File: config.mk
export PLATFORM = sky130hd
export DESIGN_NAME = memshare_coladdr_skid
export DESIGN_NICKNAME = d
export VERILOG_FILES = /design/src/rtl/memShare_config_pkg.sv /design/src/rtl/memshare_coladdr_skid.sv
export SDC_FILE = /design/constraint.sdc
export NUM_CORES = 1
export LEC_CHECK = 0
export CAP_MARGIN = 5
export CORE_MARGIN = 2
export CORE_UTILIZATION = 42
export DETAILED_ROUTE_END_ITERATION = 8
export PLACE_DENSITY = 0.74
export REMOVE_ABC_BUFFERS = 1
export SLEW_MARGIN = 5
export SYNTH_ARGS = -nofsm -noshare
export SYNTH_HDL_FRONTEND = slang
export SYNTH_SLANG_ARGS = --single-unit
File: constraint.sdc
create_clock -name sys_clk -period 1.3 [get_ports sys_clk]
set_input_delay 0.26 -clock sys_clk [delete_from_list [all_inputs] [get_ports sys_clk]]
set_output_delay 0.26 -clock sys_clk [all_outputs]
set_load 0.05 [all_outputs]
File: src/rtl/memShare_config_pkg.sv
// Shared-memory configuration constants and types for SCU.memShare().
// Holds the column-address width and the skid FSM state encoding.
package memShare_config_pkg;

    localparam int COL_ADDR_W = 8;

    typedef enum logic {
        SKID_PASS,
        SKID_HOLD
    } skid_state_e;

endpackage

File: src/rtl/memshare_coladdr_skid.sv
// One-entry column-address skid buffer feeding the shared-memory column port.
// A skidded address and everything behind it is delayed one cycle until a gap.
module memshare_coladdr_skid #(
    parameter int COL_ADDR_W = memShare_config_pkg::COL_ADDR_W,
    parameter int SKID_CNT_W = 8
) (
    input  logic                  sys_clk,
    input  logic                  rst,
    input  logic                  scu_memShare_busy_i,
    input  logic                  isColAddr_skid_i,
    input  logic [COL_ADDR_W-1:0] colAddr_i,
    input  logic                  colAddr_vld_i,
    output logic [COL_ADDR_W-1:0] colAddr_o,
    output logic                  colAddr_vld_o,
    output logic                  skid_active_o,
    output logic                  skid_err_o,
    output logic [SKID_CNT_W-1:0] skid_cnt_o
);

    import memShare_config_pkg::*;

    skid_state_e           state_q, state_d;
    logic [COL_ADDR_W-1:0] skid_q, skid_d;
    logic [COL_ADDR_W-1:0] addr_q, addr_d;
    logic                  vld_q, vld_d;
    logic                  err_q, err_d;
    logic [SKID_CNT_W-1:0] cnt_q, cnt_d;
    logic                  skid_req;

    assign skid_req = isColAddr_skid_i & colAddr_vld_i & scu_memShare_busy_i;

    always_comb begin
        state_d = state_q;
        skid_d  = skid_q;
        addr_d  = addr_q;
        vld_d   = vld_q;
        err_d   = err_q;
        cnt_d   = cnt_q;
        unique case (state_q)
            SKID_PASS: begin
                if (skid_req) begin
                    skid_d  = colAddr_i;
                    vld_d   = 1'b0;
                    state_d = SKID_HOLD;
                    if (cnt_q != '1) cnt_d = cnt_q + 1'b1;
                end else begin
                    addr_d = colAddr_i;
                    vld_d  = colAddr_vld_i;
                end
            end
            SKID_HOLD: begin
                addr_d = skid_q;
                vld_d  = 1'b1;
                // A second skid here is a rule violation but is treated as plain data
                if (skid_req) err_d = 1'b1;
                if (colAddr_vld_i) skid_d = colAddr_i;
                else state_d = SKID_PASS;
            end
            default: state_d = SKID_PASS;
        endcase
    end

    always_ff @(posedge sys_clk) begin
        if (rst) begin
            state_q <= SKID_PASS;
            skid_q  <= '0;
            addr_q  <= '0;
            vld_q   <= 1'b0;
            err_q   <= 1'b0;
            cnt_q   <= '0;
        end else begin
            state_q <= state_d;
            skid_q  <= skid_d;
            addr_q  <= addr_d;
            vld_q   <= vld_d;
            err_q   <= err_d;
            cnt_q   <= cnt_d;
        end
    end

    assign colAddr_o     = addr_q;
    assign colAddr_vld_o = vld_q;
    assign skid_active_o = (state_q == SKID_HOLD);
    assign skid_err_o    = err_q;
    assign skid_cnt_o    = cnt_q;

endmodule
==> flow_summary_export.csv <==
group,metric,value,unit
pwr,ir_worst_vdd,1.10,mV
routing,drc,0,
outcome,outcome,"finished with violations",
clocking,numCtsBuffers,3,
floorplanning,core,0.00254,mm2
setup_path,worstReg2RegEnd,"skid_cnt_o[5]",
clocking,h-tree-depth,1,
setup_path,r2r-start,"skid_active_o",
sta,worst_slack,-0.000943,ns
layout,layout-drive-gt1-share,0.384,
clocking,cts_tree,"yes",
layout,area_growth,68.7,%
setup_path,critPathMaxFanout,4,
synth,syn_inst,119,
synth,synth_area,0.00115,mm2
clocking,cts-root-buf,"clkbuf_4",
floorplanning,io_pins,32,
synth,avgSynthCellArea,9.67,um2
global_routing,grt_pass1_vias,1058,
global_routing,grt_pass1_wl,4.53,mm
routing,via_per_inst,5.42,
setup_path,max_stage_delay,0.37,ns
setup_path,endpoint_kind,"register",
hold_path,hp-start,"isColAddr_skid_i",
routing,firstDrtPassIters,4,
sta,slew_headroom,0.824,
layout,fin_nets,187,
setup_path,critPathRequiredTime,1.56,ns
floorplanning,die-area,0.00318,mm2
pwr,leakage,0.852,nW
sta,fin_crit_sh,1.00,
job,maxCapViolCount,0,
clocking,cts_buffer_depth,2,
outcome,failed_checks,"negative setup slack",
global_routing,antenna_found_initial,0,
global_routing,globalRouteOverflowTotal,0,
synth,synth_edf_count,0,
pwr,internal-power,1.17,mW
pwr,power_frac_comb,0.219,
global_routing,grt_max_degree,17,
pwr,power.share.clock,0.233,
routing,wirelength,2.86,mm
floorplanning,start_util,0.452,
setup_path,arrival,1.56,ns
routing,vias,1095,
setup_path,critical-path-top-delay-family,"simple AND/OR/NAND/NOR gates",
setup_path,crit_buf_inv,1,
hold_path,hp-class,"primary input to register",
floorplanning,fp.dieW,56.4,um
placed_design,place.gp.congestion,0.829,
global_routing,grt_usage,0.173,
layout,layout_commonest_cell,"nor2_1",
sta,timing_hold_violations_final,0,
placed_design,io_buffers,31,
sta,rsz0062_at_grt,"yes",
clocking,clock_latency,0.33,ns
synth,yosys_register_bits,27,
clocking,cts_sinks,27,
setup_path,crit_slowest_cell,"dfxtp_2",
floorplanning,die_h,56.4,um
layout,utilization,0.763,
layout,final_cell_mix,"nor2_1 (26), buf_4 (23), buf_12 (19), dfxtp_1 (18), mux2i_1 (17)",
hold_path,hold_depth,4,
hold_path,min_to,"colAddr_vld_o",
sta,tightest_slew,0.262,ns
synth,yosys_warnings,0,
sta,finalCriticalPeriod,1.30,ns
sta,skew,0.0142,ns
routing,final_antenna_net_count,0,
setup_path,critical_path_class,"register to register",
setup_path,r2r_slack,-0.0009,ns
setup_path,cp-start-kind,"register",
placed_design,dpl_cell_area,0.00181,mm2
synth,synthDistinctLibCells,31,
sta,finalSetupViolations,1,
routing,post_drt_wl_per_cell,14.1,um
setup_path,reg2regPathDepth,5,
sta,timing.hold.ws,0.426,ns
clocking,hold_buffers,0,
sta,drv_slew,0,
pwr,p_seq_frac,0.548,
layout,final_cell_area,0.00194,mm2
synth,synthArstFlopShare,0,
synth,synthFlopType,"dfxtp_1",
sta,max_freq,0.769,GHz
pwr,p_sw,0.466,mW
floorplanning,num_rows,18,
synth,seq_area_frac_synth,0.470,
pwr,p_per_area,840,mW/mm2
routing,drt_iter0_drc,19,
layout,num_antenna_cells,0,
clocking,path_clk_slew,0.16,ns
setup_path,crit_chain,"nand4b_1 -> buf_4 -> nor3_2 -> nor2_1 -> nor3_1",
placed_design,dp_hpwl,2.04,mm
pwr,swShare,0.286,
tightest hold or removal path: stages:
cell and delay [ns]:
dlygate4sd2_1 0.26, nand2_1 0.07, a21oi_1 0.06, nor2_1 0.07
layout make-up:
type                       instances  area, um2
timing repair buffer              56        692
fill                             158        603
tap                               30       37.5
sequential                        27        552
multi-input combinational         82        623
clock buffer                       4       26.3
inverter                           3       11.3
flip-flops by register name, summed over array words and instances, names as in the netlist:
name,cells
colAddr_o,8
skid_q,8
skid_err_o,1
skid_cnt_o,8
skid_active_o,1
colAddr_vld_o,1
timing repair:
action,in CTS,in global routing
setup buffers,0,5
gates resized for setup,11,13
pin swaps,4,5
endpoints found under the setup margin,6,20
through the flow:
step / std cells / setup TNS, ns / power [mW] / setup slack (ns)
5_1_grt: 202 / -0.245 / 1.69 / -0.0616
3_3_place_gp: 193 / -6.43 / 1.25 / -0.370
3_5_place_dp: 193 / -7.78 / 1.26 / -0.419
4_1_cts: 197 / -0.00100 / 1.60 / -0.00100
6_report: 202 / -0.000943 / 1.63 / -0.000943
2_1_floorplan: 112 / -15.02 / 1.05 / -0.798
how the worst max path moves through the flow:
stage	startpoint	end	slack (ns)	cells after the start
finish	skid_active_o	skid_cnt_o[5]	-0.0009	5
CTS	skid_active_o	colAddr_o[0]	-0.001	4
detailed placement	scu_memShare_busy_i	skid_cnt_o[7]	-0.42	5
global route	skid_active_o	colAddr_o[0]	-0.06	5
global placement	scu_memShare_busy_i	skid_cnt_o[4]	-0.37	5
floorplan	skid_active_o	skid_q[0]	-0.80	3
cell usage after synthesis (2+ instances only):
cell	n	area (um2)
xor2_1	3	26.3
mux2i_1	17	170
nand2_1	3	11.3
inv_1	3	11.3
clkbuf_1	2	7.51
a211oi_1	9	67.6
nand3_1	3	15.0
dfxtp_1	27	541
nor2_1	26	97.6
and3_1	2	12.5
buf_2	3	15.0
nor3_1	2	10.0
power groups by stage:
stage	combinational, mW	sequential, mW	clock, mW
global placement	0.341	0.908	0
global route	0.377	0.899	0.411
CTS	0.348	0.893	0.364
finish	0.358	0.893	0.380
floorplan	0.0696	0.984	0
detailed placement	0.349	0.910	0
logic make-up (layout without fill, tap and decap cells):
group,count (synthesis),count (layout),synth area share
adders and majority gates,1,1,0.0109
DFF,27,27,0.470
AOI/OAI and AO/OA,17,17,0.111
xor gates and xnor gates,3,3,0.0228
buffers and inverters,10,63,0.0391
and+or+nand+nor,43,43,0.189
muxes,18,18,0.158
per-layer routing:
metal / GRT usage / vias up / part of all wire
met3: 0.0369 / 4 / 0.056
met4: 0.0204 / 0 / 0.0098
li1: - / 526 / -
met1: 0.212 / 521 / 0.43
met2: 0.319 / 44 / 0.50
met5: 0 / - / 0
No activity file was read; power rests on OpenSTA's default activity.
